File: config.mk
export PLATFORM = sky130hd
export DESIGN_NAME = resource_granter
export DESIGN_NICKNAME = d
export VERILOG_FILES = /design/src/rtl/resource_granter_pkg.sv /design/src/rtl/rr_arbiter.sv /design/src/rtl/resource_granter.sv
export SDC_FILE = /design/constraint.sdc
export NUM_CORES = 1
export LEC_CHECK = 0
export ABC_AREA = 1
export CELL_PAD_IN_SITES_DETAIL_PLACEMENT = 0
export CELL_PAD_IN_SITES_GLOBAL_PLACEMENT = 1
export CORE_ASPECT_RATIO = 1.2
export CORE_UTILIZATION = 26
export CTS_CLUSTER_SIZE = 40
export DETAILED_ROUTE_END_ITERATION = 12
export PLACE_DENSITY_LB_ADDON = 0.1
export SLEW_MARGIN = 20
export SYNTH_ARGS = -nofsm -noshare
export SYNTH_HDL_FRONTEND = slang
export SYNTH_SLANG_ARGS = --single-unit
File: constraint.sdc
create_clock -name clk -period 1.2 [get_ports clk]
set_input_delay 0.18 -clock clk [delete_from_list [all_inputs] [get_ports clk]]
set_output_delay 0.18 -clock clk [all_outputs]
set_load 0.05 [all_outputs]
File: src/rtl/resource_granter_pkg.sv
// resource_granter_pkg: shared granter state type and one-hot helper
// Contents:
//   granter_state_t : granter FSM states GR_IDLE / GR_BUSY
//   OH_MAX          : widest one-hot vector oh_to_idx accepts
//   oh_to_idx       : index of the set bit in a one-hot vector (0 when zero)
package resource_granter_pkg;

    localparam int OH_MAX = 32;

    typedef enum logic {GR_IDLE, GR_BUSY} granter_state_t;

    // OR-ing the indices of set bits yields the index for one-hot input.
    function automatic int unsigned oh_to_idx(input logic [OH_MAX-1:0] oh);
        int unsigned idx;
        idx = 0;
        for (int i = 0; i < OH_MAX; i++)
            if (oh[i]) idx = idx | unsigned'(i);
        return idx;
    endfunction

endpackage

File: src/rtl/rr_arbiter.sv
// rr_arbiter: combinational round-robin pick of the first request at or above ptr, with wrap
// Ports:
//   req   [N-1:0]   : request vector
//   ptr   [IDW-1:0] : highest-priority index this cycle
//   sel   [IDW-1:0] : chosen index (valid only when valid=1)
//   valid           : any request present
module rr_arbiter
    import resource_granter_pkg::*;
#(
    parameter int N   = 4,
    parameter int IDW = 2
) (
    input  logic [N-1:0]   req,
    input  logic [IDW-1:0] ptr,
    output logic [IDW-1:0] sel,
    output logic           valid
);

    logic [N-1:0] upper;
    logic [N-1:0] pick;

    // Lowest set bit among requests >= ptr; if none, wrap to lowest overall.
    always_comb begin
        upper = req & ~((N'(1) << ptr) - N'(1));
        pick  = (|upper) ? (upper & (~upper + N'(1))) : (req & (~req + N'(1)));
        sel   = IDW'(oh_to_idx(OH_MAX'(pick)));
        valid = |req;
    end

endmodule

File: src/rtl/resource_granter.sv
// resource_granter: round-robin req/grant/use/release granter with protocol-error flagging
// Optional feature macro: GRANTER_TIMEOUT_EN (forced revoke after MAX_HOLD BUSY cycles)
// Ports:
//   clk               : clock, all state on posedge
//   reset             : synchronous active-high reset
//   req      [N-1:0]  : req[i] high while requestor i waits
//   use_     [N-1:0]  : use_[i] high while requestor i uses the resource
//   release_ [N-1:0]  : release_[i] one-cycle pulse ending i's tenure
//   grant    [N-1:0]  : one-hot or zero level grant
//   owner    [IDW-1:0]: current / last owner index
//   busy              : high in BUSY
//   err               : sticky protocol-error flag
//   timeout           : sticky forced-revoke flag (0 without GRANTER_TIMEOUT_EN)
// use_/release_ carry a trailing underscore because use and release are reserved words.
module resource_granter
    import resource_granter_pkg::*;
#(
    parameter int N        = 4,
    parameter int IDW      = 2,
    parameter int MAX_HOLD = 16,
    parameter int HOLD_W   = 5
) (
    input  logic           clk,
    input  logic           reset,
    input  logic [N-1:0]   req,
    input  logic [N-1:0]   use_,
    input  logic [N-1:0]   release_,
    output logic [N-1:0]   grant,
    output logic [IDW-1:0] owner,
    output logic           busy,
    output logic           err,
    output logic           timeout
);

    granter_state_t state, state_nx;
    logic [IDW-1:0] rr_ptr;
    logic [IDW-1:0] sel;
    logic           sel_valid;
    logic           take;
    logic           rel_own;
    logic           expire;
    logic           bad;
    logic [N-1:0]   own_mask;
    logic [N-1:0]   touch;

    rr_arbiter #(.N(N), .IDW(IDW)) u_arb (
        .req  (req),
        .ptr  (rr_ptr),
        .sel  (sel),
        .valid(sel_valid)
    );

    always_comb begin
        own_mask = N'(1) << owner;
        touch    = use_ | release_;
        take     = (state == GR_IDLE) && sel_valid;
        rel_own  = (state == GR_BUSY) && release_[owner];
        bad      = (state == GR_IDLE) ? |touch
                 : (|(touch & ~own_mask)) || (use_[owner] && release_[owner]);
        bad      = bad || ((release_ & (release_ - N'(1))) != '0);
        state_nx = take ? GR_BUSY : (rel_own || expire) ? GR_IDLE : state;
    end

`ifdef GRANTER_TIMEOUT_EN
    logic [HOLD_W-1:0] hold_cnt;

    // Expiry on the MAX_HOLD-th BUSY cycle; a release in that cycle wins.
    assign expire = (state == GR_BUSY) && !rel_own && (hold_cnt == HOLD_W'(MAX_HOLD - 1));

    always_ff @(posedge clk) begin
        if (reset || state != GR_BUSY)
            hold_cnt <= '0;
        else if (hold_cnt != '1)
            hold_cnt <= hold_cnt + HOLD_W'(1);
        if (reset)
            timeout <= 1'b0;
        else if (expire)
            timeout <= 1'b1;
    end
`else
    assign expire  = 1'b0;
    assign timeout = 1'b0;
`endif

    always_ff @(posedge clk) begin
        if (reset) begin
            state  <= GR_IDLE;
            grant  <= '0;
            owner  <= '0;
            rr_ptr <= '0;
            err    <= 1'b0;
        end else begin
            state <= state_nx;
            err   <= err | bad;
            if (take) begin
                grant  <= N'(1) << sel;
                owner  <= sel;
                rr_ptr <= (sel == IDW'(N - 1)) ? '0 : sel + IDW'(1);
            end else if (state_nx == GR_IDLE) begin
                grant <= '0;
            end
        end
    end

    assign busy = (state == GR_BUSY);

endmodule

==> impl_metrics.py <==
metrics = {
    "final_layout": {
        "area_growth_pct": 75.6,
        "layout_commonest_cell": "nand2_1",
        "fin_cells": 184,
        "fin_nets": 168,
        "drive_gt1_frac": 0.397,
        "most-common-layout-cells": "36 x nand2_1, 13 x buf_4, 9 x nand2_2, 9 x a21oi_1, 8 x buf_12",
        "diodes": 0,
        "fill_cells": 284,
    },
    "timing": {
        "rsz0062_at_grt": "true",
        "layout_setup_ws_ns": -0.0426,
        "finalCritPeriodShare": 1.04,
        "timing.fmax_mhz": 805,
        "maxSlewViolCount": 0,
        "setup_viol": 1,
        "tns_ns": -0.0426,
        "clock_skew_ns": 0.00757,
        "finalCriticalPeriod_ns": 1.24,
        "holdWs_ns": 0.482,
        "finalHoldViolCount": 0,
    },
    "logic_synthesis": {
        "ys_types": 22,
        "yosys-top-cells-area": "dfxtp_1 29%, nand2_1 24%, a21oi_1 7.8%",
        "synth_xor_area_frac": 0,
        "synthMuxAreaShare": 0,
        "postSynthCellCount": 116,
        "synth_fa_ha_area_frac": 0.0357,
        "ys_ff_latch": 10,
        "synth-compound-area-share": 0.184,
        "synth-simple-area-share": 0.381,
        "syn_nets": 132,
        "synth_top_area_frac": 0.285,
        "yosysSeqAreaShare": 0.285,
        "synth_top_cell_by_area": "dfxtp_1",
        "synth.cell_area_um2": 702,
        "synth_top_family_by_area": "simple AND/OR/NAND/NOR gates",
        "synth-warning-count": 0,
        "syn_area_per_cell_um2": 6.05,
    },
    "critical_path": {
        "path_buf_inv": 0,
        "crit_arrival_ns": 1.40,
        "setup.worst_path.class": "reg -> reg",
        "worstSetupEndpointType": "register",
        "required_ns": 1.35,
        "critPathTopFamily": "flip-flops",
        "path_common_cell": "nand2_2",
        "worst-path-max-fanout": 3,
        "crit_chain": "nand2_2, nand2_2, nand2_2, a21boi_4, ha_4, o21ai_1, a21oi_1",
        "startpoint_type": "register",
        "cp_slowest_cell": "dfxtp_2",
        "slowest_delay_ns": 0.36,
    },
    "power": {
        "finalPower_w": 0.00138,
        "vdd_drop_max_uv": 739,
        "leakage_nw": 0.572,
        "p_per_area_nw_per_um2": 1120,
    },
    "clock_network": {
        "cts_buffers": 3,
        "clockBufferDepth": 2,
        "hold_buffers": 0,
        "cts_tree": "yes",
        "clkTransAtPathRegs_ns": 0.08,
        "clock-sinks": 10,
        "clk_latency_ns": 0.27,
        "htree_num_levels": 1,
        "cts_root_buffer": "clkbuf_4",
    },
    "floorplan": {
        "die-area_um2": 2910,
        "io_pins": 23,
        "core_area_um2": 2550,
        "dieWidth_um": 49.4,
        "die_y_um": 58.9,
        "start_util": 0.275,
        "num_rows": 20,
    },
    "global_route": {
        "grt_pass1_vias": 736,
        "grt_usage": 0.135,
        "grt_overflow": 0,
        "grt_max_degree": 10,
        "antenna_found_initial": 0,
        "grt_pass1_wl_um": 2970,
    },
    "detailed_routing": {
        "drt_first_pass_iters": 2,
        "ant_nets": 0,
        "viasPerCell": 4.45,
        "drt-initial-drc-count": 12,
        "vias": 819,
        "wl_per_cell_um": 10.6,
        "routed_wirelength_um": 1950,
        "drc": 0,
    },
    "flow_run": {
        "maxCapViolations": 0,
    },
    "placement": {
        "dp.cells": 177,
        "place.port_buffers": 21,
        "dp_hpwl_um": 1490,
        "routabilityCongestion": 0.792,
    },
    "status": {
        "outcome": "finished with violations",
        "violations": "setup timing",
    },
    "hold_path": {
        "hp-class": "in -> reg",
    },
}
## worst min-delay path: cells and delay by family
| family | cells | cell delay, ns |
|---|---|---|
| buf+inv | 1 | 0.20 |
| compound gates | 3 | 0.26 |
| simple gates | 1 | 0.08 |
## through the flow
stage / setup WS, ns / cell area, µm² / utilization
after floorplan: -0.00459 / 711 / -
after global routing: -0.101 / 1230 / 0.483
after detailed placement: -0.450 / 1100 / 0.430
final: -0.0426 / 1230 / 0.483
after CTS: -0.0657 / 1160 / 0.454
after global placement: -0.410 / 1100 / 0.430
## flip-flops by register name (all words and copies together), names as in the netlist
signal	count
rr_ptr	2
err	1
grant	4
owner	2
busy	1
## cell usage after synthesis (all sizes together)
cell,number
dfxtp,10
a21oi,13
nor2,12
a21boi,1
ha,2
o211ai,1
conb,1
nand4,1
nand3,7
buf,4
nand2,45
o21ai,6
inv,13
## cell type report
| class | instances | area [µm²] | area share |
|---|---|---|---|
| sequential | 10 | 209 | 0.170 |
| tap | 33 | 41.3 | 0.0335 |
| inverter | 13 | 51.3 | 0.0416 |
| multi-input combinational | 89 | 495 | 0.402 |
| timing repair buffer | 35 | 399 | 0.324 |
| clock buffer | 4 | 36.3 | 0.0294 |
## report_power, final
group / internal (W) / leakage [nW] / switching [W]
clock network: 0.000184 / 0.0210 / 0.000126
logic: 0.000310 / 0.467 / 0.000326
registers: 0.000373 / 0.0844 / 0.0000577
## layer usage
layer  GRT usage  wire, µm  vias up
met5           0         0        -
met4      0.0571         8        0
met2       0.254      1070       16
met1       0.149       802      364
met3      0.0207        75        2
li1            -         -      437
## kinds of logic after synthesis
group,after synthesis
adder cells (fa/ha/maj),2
other,1
buffers and inverters,17
AO/OA/AOI/OAI,21
flip-flops,10
AND/OR/NAND/NOR,65
## path summary, 6_finish.rpt
check	start	to	slack, ns	cells past startpoint
max	rr_ptr[1]	rr_ptr[1]	-0.04	7
min	release_[0]	err	0.48	5
max reg2reg	rr_ptr[1]	rr_ptr[1]	-0.04	7
min reg2reg	rr_ptr[0]	rr_ptr[0]	0.53	2
## what timing repair did
item	4_1_cts	5_1_grt
setup buffers	2	1
resized for setup	9	21
setup endpoints to repair	8	8
pin swaps	6	12
(Power assumes the default switching activity.)
